**src/rtl/rng_stream_ctrl.sv**
```systemverilog
// Command-driven scheduler between the UART receiver and the free-running LFSR source.
// Decodes stream/pause/status/burst commands and paces transmit requests against tx_free.
module rng_stream_ctrl #(
  parameter int COUNT_W     = 16,
  parameter int ARG_TIMEOUT = 120000
) (
  input  logic       clk,
  input  logic       rst_n,
  input  logic       rx_valid,
  input  logic [7:0] rx_byte,
  input  logic [7:0] rnd_byte,
  input  logic       tx_free,
  output logic       tx_start,
  output logic [7:0] tx_byte,
  output logic       stream_active,
  output logic       burst_active,
  output logic       cmd_error
);

  localparam int TMO_W = (ARG_TIMEOUT > 1) ? $clog2(ARG_TIMEOUT) : 1;
  localparam logic [TMO_W-1:0] TMO_LOAD = TMO_W'(ARG_TIMEOUT - 1);

  localparam logic [7:0] CMD_STREAM = 8'h73;
  localparam logic [7:0] CMD_PAUSE  = 8'h70;
  localparam logic [7:0] CMD_STATUS = 8'h3F;
  localparam logic [7:0] CMD_BURST  = 8'h62;

  typedef enum logic [1:0] {
    P_IDLE = 2'd0,
    P_HI   = 2'd1,
    P_LO   = 2'd2
  } pstate_t;

  typedef enum logic {
    T_IDLE = 1'b0,
    T_HOLD = 1'b1
  } tstate_t;

  pstate_t              r_pstate;
  pstate_t              w_pstate_nxt;
  tstate_t              r_tstate;
  tstate_t              w_tstate_nxt;
  logic [TMO_W-1:0]     r_tmo;
  logic [TMO_W-1:0]     w_tmo_nxt;
  logic [7:0]           r_arg_hi;
  logic [7:0]           w_arg_hi_nxt;
  logic [COUNT_W-1:0]   r_cnt;
  logic [COUNT_W-1:0]   w_cnt_nxt;
  logic                 r_stream;
  logic                 w_stream_nxt;
  logic                 r_status_pend;
  logic                 w_status_pend_nxt;
  logic                 r_err_sticky;
  logic                 w_err_sticky_nxt;
  logic                 r_tx_start;
  logic                 w_tx_start_nxt;
  logic [7:0]           r_tx_byte;
  logic [7:0]           w_tx_byte_nxt;
  logic                 r_cmd_error;
  logic                 w_cmd_error_nxt;
  logic                 w_burst_active;

  function automatic logic [7:0] status_byte(input logic err, input logic in_arg,
                                             input logic burst, input logic stream);
    return {4'hA, err, in_arg, burst, stream};
  endfunction

  // Narrower counters keep only the low COUNT_W bits of the 16-bit argument.
  function automatic logic [COUNT_W-1:0] burst_len(input logic [7:0] hi, input logic [7:0] lo);
    logic [15:0] arg;
    arg = {hi, lo};
    return COUNT_W'(arg);
  endfunction

  assign w_burst_active = (r_cnt != '0);

  // The scheduler is evaluated first so that a command landing on the same edge
  // overrides its effect on stream/counter/pending state.
  always_comb begin
    w_pstate_nxt      = r_pstate;
    w_tstate_nxt      = r_tstate;
    w_tmo_nxt         = r_tmo;
    w_arg_hi_nxt      = r_arg_hi;
    w_cnt_nxt         = r_cnt;
    w_stream_nxt      = r_stream;
    w_status_pend_nxt = r_status_pend;
    w_err_sticky_nxt  = r_err_sticky;
    w_tx_start_nxt    = 1'b0;
    w_tx_byte_nxt     = r_tx_byte;
    w_cmd_error_nxt   = 1'b0;

    case (r_tstate)
      T_IDLE: begin
        if (tx_free) begin
          if (r_status_pend) begin
            w_tx_start_nxt    = 1'b1;
            w_tx_byte_nxt     = status_byte(r_err_sticky, (r_pstate != P_IDLE),
                                            w_burst_active, r_stream);
            w_status_pend_nxt = 1'b0;
            w_err_sticky_nxt  = 1'b0;
            w_tstate_nxt      = T_HOLD;
          end else if (r_stream || w_burst_active) begin
            w_tx_start_nxt = 1'b1;
            w_tx_byte_nxt  = rnd_byte;
            if (w_burst_active) begin
              w_cnt_nxt = r_cnt - COUNT_W'(1);
            end
            w_tstate_nxt = T_HOLD;
          end
        end
      end
      T_HOLD: w_tstate_nxt = T_IDLE;
    endcase

    case (r_pstate)
      P_IDLE: begin
        if (rx_valid) begin
          case (rx_byte)
            CMD_STREAM: begin
              w_stream_nxt = 1'b1;
              w_cnt_nxt    = '0;
            end
            CMD_PAUSE: begin
              w_stream_nxt = 1'b0;
              w_cnt_nxt    = '0;
            end
            CMD_STATUS: w_status_pend_nxt = 1'b1;
            CMD_BURST: begin
              w_pstate_nxt = P_HI;
              w_tmo_nxt    = TMO_LOAD;
            end
            default: ;
          endcase
        end
      end
      P_HI, P_LO: begin
        if (rx_valid) begin
          w_tmo_nxt = TMO_LOAD;
          if (r_pstate == P_HI) begin
            w_arg_hi_nxt = rx_byte;
            w_pstate_nxt = P_LO;
          end else begin
            w_cnt_nxt    = burst_len(r_arg_hi, rx_byte);
            w_stream_nxt = 1'b0;
            w_pstate_nxt = P_IDLE;
          end
        end else if (r_tmo == '0) begin
          w_pstate_nxt     = P_IDLE;
          w_cmd_error_nxt  = 1'b1;
          w_err_sticky_nxt = 1'b1;
        end else begin
          w_tmo_nxt = r_tmo - TMO_W'(1);
        end
      end
      default: w_pstate_nxt = P_IDLE;
    endcase
  end

  always_ff @(posedge clk or negedge rst_n) begin
    if (!rst_n) begin
      r_pstate      <= P_IDLE;
      r_tstate      <= T_IDLE;
      r_tmo         <= '0;
      r_arg_hi      <= 8'h00;
      r_cnt         <= '0;
      r_stream      <= 1'b0;
      r_status_pend <= 1'b0;
      r_err_sticky  <= 1'b0;
      r_tx_start    <= 1'b0;
      r_tx_byte     <= 8'h00;
      r_cmd_error   <= 1'b0;
    end else begin
      r_pstate      <= w_pstate_nxt;
      r_tstate      <= w_tstate_nxt;
      r_tmo         <= w_tmo_nxt;
      r_arg_hi      <= w_arg_hi_nxt;
      r_cnt         <= w_cnt_nxt;
      r_stream      <= w_stream_nxt;
      r_status_pend <= w_status_pend_nxt;
      r_err_sticky  <= w_err_sticky_nxt;
      r_tx_start    <= w_tx_start_nxt;
      r_tx_byte     <= w_tx_byte_nxt;
      r_cmd_error   <= w_cmd_error_nxt;
    end
  end

  assign tx_start      = r_tx_start;
  assign tx_byte       = r_tx_byte;
  assign stream_active = r_stream;
  assign burst_active  = w_burst_active;
  assign cmd_error     = r_cmd_error;

  a_no_back_to_back: assert property (@(posedge clk) disable iff (!rst_n) tx_start |=> !tx_start);

endmodule

```
**config.mk**
```make
export PLATFORM = sky130hd
export DESIGN_NAME = rng_stream_ctrl
export DESIGN_NICKNAME = d
export VERILOG_FILES = /design/src/rtl/rng_stream_ctrl.sv
export SDC_FILE = /design/constraint.sdc
export NUM_CORES = 1
export LEC_CHECK = 0
export ABC_AREA = 1
export BUFFER_PORTS_ARGS = -buffer_cell sky130_fd_sc_hd__clkbuf_2
export CAP_MARGIN = 20
export CORE_UTILIZATION = 55
export CTS_BUF_LIST = sky130_fd_sc_hd__clkbuf_8
export CTS_CLUSTER_SIZE = 30
export DETAILED_ROUTE_END_ITERATION = 8
export PLACE_DENSITY = 0.84
export SYNTH_ARGS = -nofsm -noshare
export SYNTH_HDL_FRONTEND = slang
export SYNTH_SLANG_ARGS = --single-unit
```
**constraint.sdc**
```tcl
create_clock -name clk -period 3.8 [get_ports clk]
set_input_delay 0.76 -clock clk [delete_from_list [all_inputs] [get_ports clk]]
set_output_delay 0.76 -clock clk [all_outputs]
set_load 0.005 [all_outputs]
```
==> impl_metrics.toml <==
[logic_synthesis]
synth_top_family_by_area = "simple AND/OR/NAND/NOR gates"
netlist_top_cells_count = "nand2_1, nor2_1, dfrtp_1"
synth-xor-area-share_pct = 0.492
ys_types = 36
ys_async_sr_fraction_pct = 100
synthMuxAreaShare_pct = 0.633
synth_cells = 515
synth-simple-area-share_pct = 41.2
synth_warnings = 0
synth_area_mm2 = 0.00356
synth_area_leaders = "dfrtp_1, nand2_1, nand3_1"
ys.flop_type = "dfrtp_1"
synth-edff-count = 0
yosys.area.top_type = "dfrtp_1"
synth.ff_latch_count = 56
synth_most_common_cell = "nand2_1"
synth_compound_area_share_pct = 8.72
synthAdderAreaFrac_pct = 2.46
avgSynthCellArea_um2 = 6.91
netlist.area_leader.share_pct = 39.4
synth_nets = 542
yosysSeqAreaShare_pct = 39.4

[clock_tree]
cts_tree = "built"
clkLatencyLatePin_ps = 310
clockBufferDepth = 2
clockRootBuffer = "clkbuf_8"
cts_buffers = 5
hold_buffers = 0
cts-resized-gates = 0
htree_levels = 2
clk_pin_slew_worst_paths_ps = 100
cts_sinks = 56
cts_setup_buffers = 0

[placed_design]
place_inst = 610
routabilityCongestion = 0.919
portBuffers = 31
hpwl_mm = 6.53

[power]
ir_drop_mv = 0.469
power.total_mw = 2.81
leakagePower_nw = 1.94
p_per_area_mw_per_mm2 = 728

[route]
wl_per_cell_um = 14.3
drtIter0Drc = 344
ant_nets = 0
wl_met2_mm = 3.80
num_vias = 3547
met1_length_mm = 4.14
drc = 0
top_layer = "met4"
wl_mm = 8.86
drt_pass1_iterations = 5
via_per_inst = 5.74
dr_wl_met3_um = 808

[global_routing]
grt_max_degree = 34
gr-total-overflow = 0
grt_util_all_layers_pct = 28.3
grt_pass1_wl_mm = 14.6
grt_pass1_vias = 3109
antenna_found_initial = 0

[cells_and_area]
fin_cells = 618
fin_nets = 569
drive_gt1_share_pct = 12.3
antenna_cells = 0
area_delta_synth_final_pct = 8.61

[sta]
period_minus_slack_ps = 2550
fmax_ghz = 0.393
finalSetupTns_ps = 0
worst_pin_slew_ps = 994
finalHoldViolCount = 0
period_share_pct = 67.0
skew_ps = 3.78
rsz0062_at_grt = "no"
setup_viol = 0
slew_headroom_pct = 33.7
slew_viol_final = 0

[min_path]
hp-class = "flip-flop to flip-flop"
hold-path-cell-count = 2
hold_start = "r_tmo[16]"
hold_path_end = "r_tmo[16]"

[die]
io_pins = 32
rows = 28
initial_utilization_pct = 58.4
coreArea_mm2 = 0.00610
die_x_um = 82.4
die_h_um = 82.4
die_area_mm2 = 0.00680

[worst_setup_path]
reg2reg_from = "r_pstate[0]"
reg2regPathDepth = 8
r2r-end = "r_tmo[5]"
r2r_setup_slack_ps = 1250
end_kind = "flip-flop"
arrival_ps = 2800
critPathLaunchType = "flip-flop"
crit_required_ps = 4060
critPathKind = "flip-flop to flip-flop"
crit_fanout = 23

[run_status]
status = "finished clean"

[run]
drv_cap = 0
metrics by stage:
| stage | worst slack, ps | hold WS, ps | area, µm² | utilization [%] |
|---|---|---|---|---|
| after floorplan | 1970 | 441 | 3560 | - |
| after global placement | 1440 | 458 | 3750 | 61.6 |
| after detailed placement | 1320 | 465 | 3750 | 61.6 |
| after CTS | 1300 | 489 | 3860 | 63.4 |
| after global routing | 974 | 499 | 3860 | 63.4 |
| final | 1250 | 490 | 3860 | 63.4 |
metal layers:
metal | up-vias | global-route usage (%)
li1 | 1725 | -
met2 | 185 | 44.6
met1 | 1621 | 40.9
met4 | 0 | 5.79
met3 | 16 | 4.62
met5 | - | 0
layout by cell type, fill, tap and decap left out, drive strengths merged:
cell | netlist | routed
nand2 | 175 | 175
nor2 | 64 | 64
dfrtp | 56 | 56
nand3 | 56 | 56
inv | 50 | 50
clkbuf | 6 | 36
o21ai | 31 | 31
nand4 | 15 | 15
a21oi | 13 | 13
ha | 7 | 7
nor3 | 6 | 6
nand3b | 6 | 6
or2 | 6 | 6
a31oi | 5 | 5
o21bai | 4 | 4
xnor2 | 2 | 2
mux2 | 2 | 2
clkinv | 1 | 2
nor3b | 1 | 1
o32ai | 1 | 1
nor4 | 1 | 1
o2111ai | 1 | 1
bufinv | 0 | 1
clkinvlp | 0 | 1
buf | 6 | 1
state kept, by name (all words and copies together), names as in the netlist:
name,count
r_status_pend,1
r_tmo,17
cmd_error,1
r_err_sticky,1
r_pstate,2
r_cnt,16
tx_byte,8
r_arg_hi,8
stream_active,1
r_tstate,1
critical path, stage by stage (launching register included):
cell     delay (ps)
dfrtp_1         430
inv_1            60
ha_1            760
inv_2           210
nor2_1          340
nand3_4         280
nand2_4         270
nand2_1          80
nand2_1          60
kinds of logic after synthesis:
| group | count (synthesis) |
|---|---|
| and+or+nand+nor | 330 |
| muxes | 2 |
| xor gates and xnor gates | 2 |
| AOI/OAI and AO/OA | 55 |
| adders and majority gates | 7 |
| buffers and inverters | 63 |
| DFF | 56 |
how the worst max path moves through the flow:
stage / slack, ps / to / start / cells past startpoint
floorplan: 1970 / r_tmo[11] / rx_byte[0] / 7
global placement: 1440 / r_tmo[12] / r_pstate[0] / 8
detailed placement: 1320 / r_tmo[0] / r_pstate[0] / 8
CTS: 1300 / r_tmo[0] / r_pstate[0] / 8
global route: 970 / r_tmo[5] / r_pstate[0] / 8
finish: 1250 / r_tmo[5] / r_pstate[0] / 8
power by group:
group          internal [mW]  leakage [nW]  switching, mW
combinational          0.461          1.19          0.937
clock                  0.196        0.0541          0.206
sequential             0.808         0.691          0.204
total                   1.46          1.94           1.35
area by class of cell:
| type | count | area, µm² |
|---|---|---|
| fillers | 566 | 2230 |
| multi-input cells | 396 | 1900 |
| flip-flops and latches | 56 | 1400 |
| inverters | 51 | 191 |
| repair buffers | 32 | 163 |
| well taps | 75 | 93.8 |
| clock buffers | 5 | 68.8 |
| clock inverters | 3 | 42.5 |
No activity file was read; power rests on OpenSTA's default activity.
